`config.mk`:
```
export PLATFORM = sky130hd
export DESIGN_NAME = vx_tcu_tfr_align_acc
export DESIGN_NICKNAME = d
export VERILOG_FILES = /design/src/rtl/vx_tcu_pkg.sv /design/src/rtl/vx_tcu_tfr_align_lane.sv /design/src/rtl/vx_tcu_tfr_align_acc.sv
export SDC_FILE = /design/constraint.sdc
export NUM_CORES = 2
export LEC_CHECK = 0
export BUFFER_PORTS_ARGS = -buffer_cell sky130_fd_sc_hd__buf_2
export CAP_MARGIN = 20
export CELL_PAD_IN_SITES_DETAIL_PLACEMENT = 1
export CELL_PAD_IN_SITES_GLOBAL_PLACEMENT = 1
export CORE_MARGIN = 2
export CORE_UTILIZATION = 45
export DETAILED_ROUTE_END_ITERATION = 7
export PLACE_DENSITY = 0.88
export SLEW_MARGIN = 0
export SYNTH_ARGS = -nofsm -noshare
export SYNTH_HDL_FRONTEND = slang
export SYNTH_SLANG_ARGS = --single-unit
export TNS_END_PERCENT = 50
```
`constraint.sdc`:
```
create_clock -name clk -period 4.9 [get_ports clk]
set_input_delay 0.49 -clock clk [delete_from_list [all_inputs] [get_ports clk]]
set_output_delay 0.49 -clock clk [all_outputs]
set_load 0.03 [all_outputs]
```
`src/rtl/vx_tcu_pkg.sv`:
```
// Types and constants shared across the TCU FEDP datapath.
package vx_tcu_pkg;

  // Exception flags that travel with a dot-product beat
  typedef struct packed {
    logic invalid;
    logic is_nan;
    logic pos_inf;
    logic neg_inf;
  } fedp_excep_t;

  // fmt_s bit that selects integer (non-floating) accumulation
  localparam int FMT_INT_BIT = 3;

endpackage

```
`src/rtl/vx_tcu_tfr_align_lane.sv`:
```
// Single lane: insert guard bits, right-align to the max exponent, report lost bits.
module vx_tcu_tfr_align_lane #(
  parameter int W     = 25,
  parameter int WA    = 28,
  parameter int EXP_W = 10
) (
  input  logic [W-1:0]     sig,
  input  logic [EXP_W-1:0] shift,
  input  logic             int_mode,
  output logic [WA-1:0]    aligned,
  output logic             lost
);

  localparam int SHW = $clog2(WA);
  localparam logic [EXP_W-1:0] WA_LIM = EXP_W'(WA);

  logic [WA-1:0]  v;
  logic [WA-1:0]  ones;
  logic [SHW-1:0] shift_amt;

  assign v         = {sig, {(WA - W){1'b0}}};
  assign ones      = '1;
  assign shift_amt = shift[SHW-1:0];

  // Integer lanes pass straight through; float lanes shift arithmetically
  always_comb begin
    // NOTE: every output gets a default first so no path leaves it unassigned (no latch).
    aligned = '0;
    lost    = 1'b0;
    if (int_mode) begin
      aligned = {{(WA - W){sig[W-1]}}, sig};
    end else if (shift >= WA_LIM) begin
      lost = |sig;
    end else begin
      aligned = $signed(v) >>> shift_amt;
      lost    = |(v & ~(ones << shift_amt));
    end
  end

endmodule

```
`src/rtl/vx_tcu_tfr_align_acc.sv`:
```
// Three-stage elastic pipeline: compute shifts, align lanes, sum lanes.
module vx_tcu_tfr_align_acc
  import vx_tcu_pkg::*;
#(
  parameter int N     = 2,
  parameter int TCK   = 2 * N,
  parameter int W     = 25,
  parameter int WA    = 28,
  parameter int EXP_W = 10,
  parameter int SUM_W = WA + $clog2(TCK + 1)
) (
  input  logic                     clk,
  input  logic                     reset,
  input  logic                     valid_in,
  output logic                     ready_in,
  input  logic [31:0]              req_id,
  input  logic [3:0]               fmt_s,
  input  logic [EXP_W-1:0]         max_exp,
  input  logic [(TCK+1)*EXP_W-1:0] exponents,
  input  logic [(TCK+1)*W-1:0]     raw_sigs,
  input  fedp_excep_t              exceptions,
  input  logic [TCK-1:0]           lane_mask,
  output logic                     valid_out,
  input  logic                     ready_out,
  output logic [31:0]              req_id_out,
  output logic [3:0]               fmt_out,
  output logic [SUM_W-1:0]         sum_out,
  output logic                     sticky_out,
  output logic [EXP_W-1:0]         exp_out,
  output fedp_excep_t              exc_out
);

  typedef struct packed {
    logic             valid;
    logic [31:0]      req_id;
    logic [3:0]       fmt;
    logic [EXP_W-1:0] max_exp;
    fedp_excep_t      exc;
  } meta_t;

  typedef struct packed {
    meta_t                      meta;
    logic                       int_mode;
    logic [TCK:0][W-1:0]        sig;
    logic [TCK:0][EXP_W-1:0]    shift;
  } s1_t;

  typedef struct packed {
    meta_t                meta;
    logic [TCK:0][WA-1:0] aligned;
    logic [TCK:0]         lost;
  } s2_t;

  typedef struct packed {
    meta_t            meta;
    logic [SUM_W-1:0] sum;
    logic             sticky;
  } s3_t;

  s1_t s1_q, s1_d;
  s2_t s2_q, s2_d;
  s3_t s3_q, s3_d;

  logic                 en;
  logic [TCK:0]         lane_en;
  logic [TCK:0][WA-1:0] lane_aligned;
  logic [TCK:0]         lane_lost;
  logic [SUM_W-1:0]     sum_acc;

  // One global enable: advance everything unless the output is held by the consumer
  assign en       = ~s3_q.meta.valid | ready_out;
  assign ready_in = en;
  assign lane_en  = {1'b1, lane_mask};

  // Stage 1: capture the beat, zero masked lanes, compute per-lane shift
  always_comb begin
    s1_d = s1_q;
    if (en) begin
      s1_d.meta.valid   = valid_in;
      s1_d.meta.req_id  = req_id;
      s1_d.meta.fmt     = fmt_s;
      s1_d.meta.max_exp = max_exp;
      s1_d.meta.exc     = exceptions;
      s1_d.int_mode     = fmt_s[FMT_INT_BIT];
      for (int i = 0; i <= TCK; i++) begin
        s1_d.sig[i]   = lane_en[i] ? raw_sigs[i*W +: W] : '0;
        s1_d.shift[i] = fmt_s[FMT_INT_BIT] ? '0 : max_exp - exponents[i*EXP_W +: EXP_W];
      end
    end
  end

  for (genvar g = 0; g <= TCK; g++) begin : g_lane
    vx_tcu_tfr_align_lane #(
      .W     (W),
      .WA    (WA),
      .EXP_W (EXP_W)
    ) u_lane (
      .sig      (s1_q.sig[g]),
      .shift    (s1_q.shift[g]),
      .int_mode (s1_q.int_mode),
      .aligned  (lane_aligned[g]),
      .lost     (lane_lost[g])
    );
  end

  // Stage 2: register aligned lane values and their lost-bit flags
  always_comb begin
    s2_d = s2_q;
    if (en) begin
      s2_d.meta    = s1_q.meta;
      s2_d.aligned = lane_aligned;
      s2_d.lost    = lane_lost;
    end
  end

  // Reduction adder over sign-extended aligned lanes
  always_comb begin
    sum_acc = '0;
    for (int i = 0; i <= TCK; i++) begin
      sum_acc = sum_acc + {{(SUM_W - WA){s2_q.aligned[i][WA-1]}}, s2_q.aligned[i]};
    end
  end

  // Stage 3: register the sum and the combined sticky bit
  always_comb begin
    s3_d = s3_q;
    if (en) begin
      s3_d.meta   = s2_q.meta;
      s3_d.sum    = sum_acc;
      s3_d.sticky = |s2_q.lost;
    end
  end

  // Pipeline registers, cleared by synchronous reset
  always_ff @(posedge clk) begin
    // NOTE: data registers are cleared as well as valids, so outputs read 0 after reset.
    if (reset) begin
      s1_q <= '0;
      s2_q <= '0;
      s3_q <= '0;
    end else begin
      // NOTE: non-blocking assignments so every stage samples the previous stage's old value.
      s1_q <= s1_d;
      s2_q <= s2_d;
      s3_q <= s3_d;
    end
  end

  assign valid_out  = s3_q.meta.valid;
  assign req_id_out = s3_q.meta.req_id;
  assign fmt_out    = s3_q.meta.fmt;
  assign exp_out    = s3_q.meta.max_exp;
  assign exc_out    = s3_q.meta.exc;
  assign sum_out    = s3_q.sum;
  assign sticky_out = s3_q.sticky;

endmodule

```
==> run summary <==
======================================================================================
Run status                                                                finished clean
Number of routed nets with antenna violations                                        0
HPWL after DPL                                                                 89.3 mm
RSZ-0062 raised after global routing                                             false
Standard cell with the maximum stage delay on the critical path                   fa_1
Total routing usage reported by global routing                                   32.3%
Master cell of the clock root buffer                                         clkbuf_16
Clk pin slew, worst setup/hold paths                                           0.06 ns
Synth async-reset ratio                                                             0%
Crit Path Category                                                        flop to flop
Arrival time at the worst endpoint                                             4.90 ns
Max Clk Rate                                                                   226 MHz
Instance count of the mapped netlist                                              4292
Type of the worst min-delay path                                          primary input to flop
Least setup slack across all paths after layout                               0.483 ns
Leading cell types by total area after synthesis                          dfxtp_1 (31%), nand2_1 (9.2%), a21oi_1 (8.6%), fa_1 (5.6%), mux4_2 (4.2%)
Number of distinct library cells after synthesis                                    82
First-pass GRT wire length                                                      190 mm
First DRT Iteration DRCs                                                          3258
Starting density of the core                                                     45.5%
Buffers from clock root to sink, at most                                             3
Floorplan die width                                                             273 um
Wirelength, routed                                                              125 mm
Number of global-route vias before repair                                        32435
Number of enable-type register cells in the synthesized netlist                      0
Fin crit share                                                                   90.1%
Total count of max-transition violations in the final report                         0
Relative slew slack                                                              28.4%
Area of the die                                                            0.0744 mm^2
Number of synthesis warnings                                                         0
Cell-by-cell listing of the critical path                                 inv_1, fa_1, inv_1, fa_1, inv_1, fa_1, inv_1, ha_1, a211oi_1, o21ai_1, nand3_1, nor2b_1, o31ai_1, a21boi_0, xnor2_1, o21ai_0
Seq cells post-synth                                                               505
Most frequent cell on the critical path                                          inv_1
Cell type group with the largest total delay on the critical path          adder cells
Required time reported for the critical path endpoint                          5.39 ns
P&R area growth vs syn                                                           11.6%
Length of the first detailed-routing pass in iterations                              6
Detail-routed net length per standard cell                                     23.2 um
Fin Setup TNS                                                                     0 ns
Post-CTS Hold Fix Bufs                                                               0
Footprint of the multi-input gates                                         0.0197 mm^2
Weighted congestion reported at the end of routability-driven placement          0.983
Count of final hold-check violations                                                 0
Total of endpoints with negative setup slack in the final report                     0
Power density over the cells                                               346 mW/mm^2
Clock insertion delay at the later pin of the skew report                      0.68 ns
Setup clock skew after layout                                                0.0807 ns
Longest individual stage delay on the worst path                               0.57 ns
Via-to-Cell Ratio                                                                 6.09
Number of port buffers                                                             316
Count of maximum capacitance violations                                              0
Share of cells above drive strength 1                                            13.7%
Area share of the largest cell type after synthesis                              31.1%
TritonCTS buffer count                                                              58
Final Cell Area                                                            0.0363 mm^2
Footprint of the flip-flops and latches                                    0.0101 mm^2
Total Power                                                                    12.6 mW
VDD IR max                                                                  0.000304 V
Main synth FF type                                                             dfxtp_1
Number of antenna violations at the first check in global routing                   14
Placed Instance Area                                                       0.0343 mm^2
Filler cell count                                                                 8964
Register area share after synthesis                                              31.1%
Cell Area, Synth                                                           0.0325 mm^2
Grt total ovfl                                                                       0
Count of instances resized after the clock tree is built                             0
Clock tree from TritonCTS                                                        built
Post-Synthesis Mean Instance Area                                            7.58 um^2
Hold-critical path depth                                                             3
Pin count of the biggest net entering global routing                               231
# nets final                                                                      4762
Cell type contributing the most total cell area after synthesis                dfxtp_1
Vert. Die Dim                                                                   273 um
Count of buffering cells on the critical path with inverters included                4
Depth of the worst register-to-register path                                        16
Sink count of the clock tree                                                       505
Row count                                                                           98
Level count of the clock H-tree                                                      2
Number of nets in the synthesized netlist                                         4692
Top-level port count                                                               317
Number of post-CTS setup repair buffers                                              0
Setup slack at placement                                                      0.577 ns
Layout Utilization                                                               50.8%
Crit-path max FO                                                                     4
Stages on worst setup path                                                          16
Transition time at the pin with the least slew margin                          1.07 ns
Post-route DRC violation count                                                       0
Via Count                                                                        32644
Kind of end point of the critical path                                            flop
Leakage power                                                                  15.0 nW
Std-Cell Core Area                                                         0.0715 mm^2
Crit path time final                                                           4.42 ns
Worst setup SP type                                                               flop
======================================================================================
==> worst paths after layout <==
kind,startpoint,end,slack [ns]
max,s2_q[7]$_SDFFE_PP0P_,sum_out[18]$_SDFFE_PP0P_,0.48
min,raw_sigs[104],s1_q[154]$_SDFFE_PP0P_,0.05
max reg2reg,s2_q[7]$_SDFFE_PP0P_,sum_out[18]$_SDFFE_PP0P_,0.48
min reg2reg,req_id_out[22]$_SDFFE_PP0P_,req_id_out[22]$_SDFFE_PP0P_,0.45
==> synth_stat cells, types with 63 or more instances <==
cell      count
nand3_1     195
and3_1       64
ha_1         76
mux2i_1     104
o22ai_1      63
dfxtp_1     505
fa_1         91
a31oi_1      99
clkbuf_1    272
nand2_1     797
inv_1       349
o21ai_0     196
a21oi_1     558
nor2_1      197
==> cell usage in the layout (no fill, tap or decap), types with 53 or more instances in the layout <==
| master | instances |
|---|---|
| mux4_2 | 60 |
| o22ai_1 | 63 |
| dfxtp_1 | 502 |
| fa_1 | 91 |
| buf_2 | 315 |
| a211oi_1 | 54 |
| o21ai_0 | 196 |
| ha_1 | 76 |
| nand3_1 | 195 |
| and3_1 | 64 |
| a31oi_1 | 99 |
| a21oi_1 | 558 |
| mux2_2 | 53 |
| inv_1 | 349 |
| nand2_1 | 797 |
| clkbuf_16 | 58 |
| nor2_1 | 195 |
| mux2i_1 | 104 |
==> per-layer routing <==
metal,vias to the layer above,share of wire (%),GRT usage [%]
met1,16046,41,41.3
met3,295,7.5,5.49
met2,1338,47,53.7
met4,6,4.3,13.4
met5,-,0.034,0
li1,14959,-,-
==> through the flow <==
step	cells	hold slack [ns]
after floorplan	4292	0.416
after global placement	5250	0.434
after detailed placement	5250	0.442
after CTS	5354	0.0162
after global routing	5362	0.0428
final	5364	0.0454
==> logic make-up after synthesis <==
group                      count (synthesis)  synth area share [%]
and+or+nand+nor                         1399                  18.5
xor gates and xnor gates                  66                  1.78
DFF                                      505                  31.1
AOI/OAI and AO/OA                       1216                  22.1
adders and majority gates                177                  8.84
muxes                                    217                  9.19
buffers and inverters                    712                  8.51
==> worst reg2reg max path, delay by kind of cell (launching register included) <==
family / cells / cell delay, ns
AO/OA/AOI/OAI: 5 / 1.29
XOR/XNOR: 1 / 0.18
adder cells (fa/ha/maj): 4 / 1.85
buffers and inverters: 4 / 0.24
flip-flops: 1 / 0.34
AND/OR/NAND/NOR: 2 / 0.34
==> area by class of cell <==
| cell class | count | area share (%) |
|---|---|---|
| Sequential cell | 505 | 27.9 |
| Antenna cell | 8 | 0.0552 |
| Timing Repair Buffer | 364 | 5.55 |
| Multi-Input combinational cell | 3075 | 54.2 |
| Inverter | 358 | 3.72 |
| Clock buffer | 77 | 4.50 |
| Tap cell | 950 | 3.28 |
| Clock inverter | 27 | 0.848 |
==> sequential cells by signal, indices dropped and copies added, names as in the netlist <==
| register | flops |
|---|---|
| exc_out | 4 |
| exp_out | 10 |
| fmt_out | 4 |
| req_id_out | 32 |
| s1_q | 226 |
| s2_q | 196 |
| sticky_out | 1 |
| sum_out | 31 |
| valid_out | 1 |
==> power breakdown <==
group	switching (mW)	total, mW	leakage, nW	internal, mW
combinational	2.17	3.34	9.94	1.17
clock	1.93	4.44	0.941	2.51
sequential	0.363	4.78	4.14	4.42
total	4.47	12.6	15.0	8.10
Note: power is estimated with default switching activity, not from simulation.
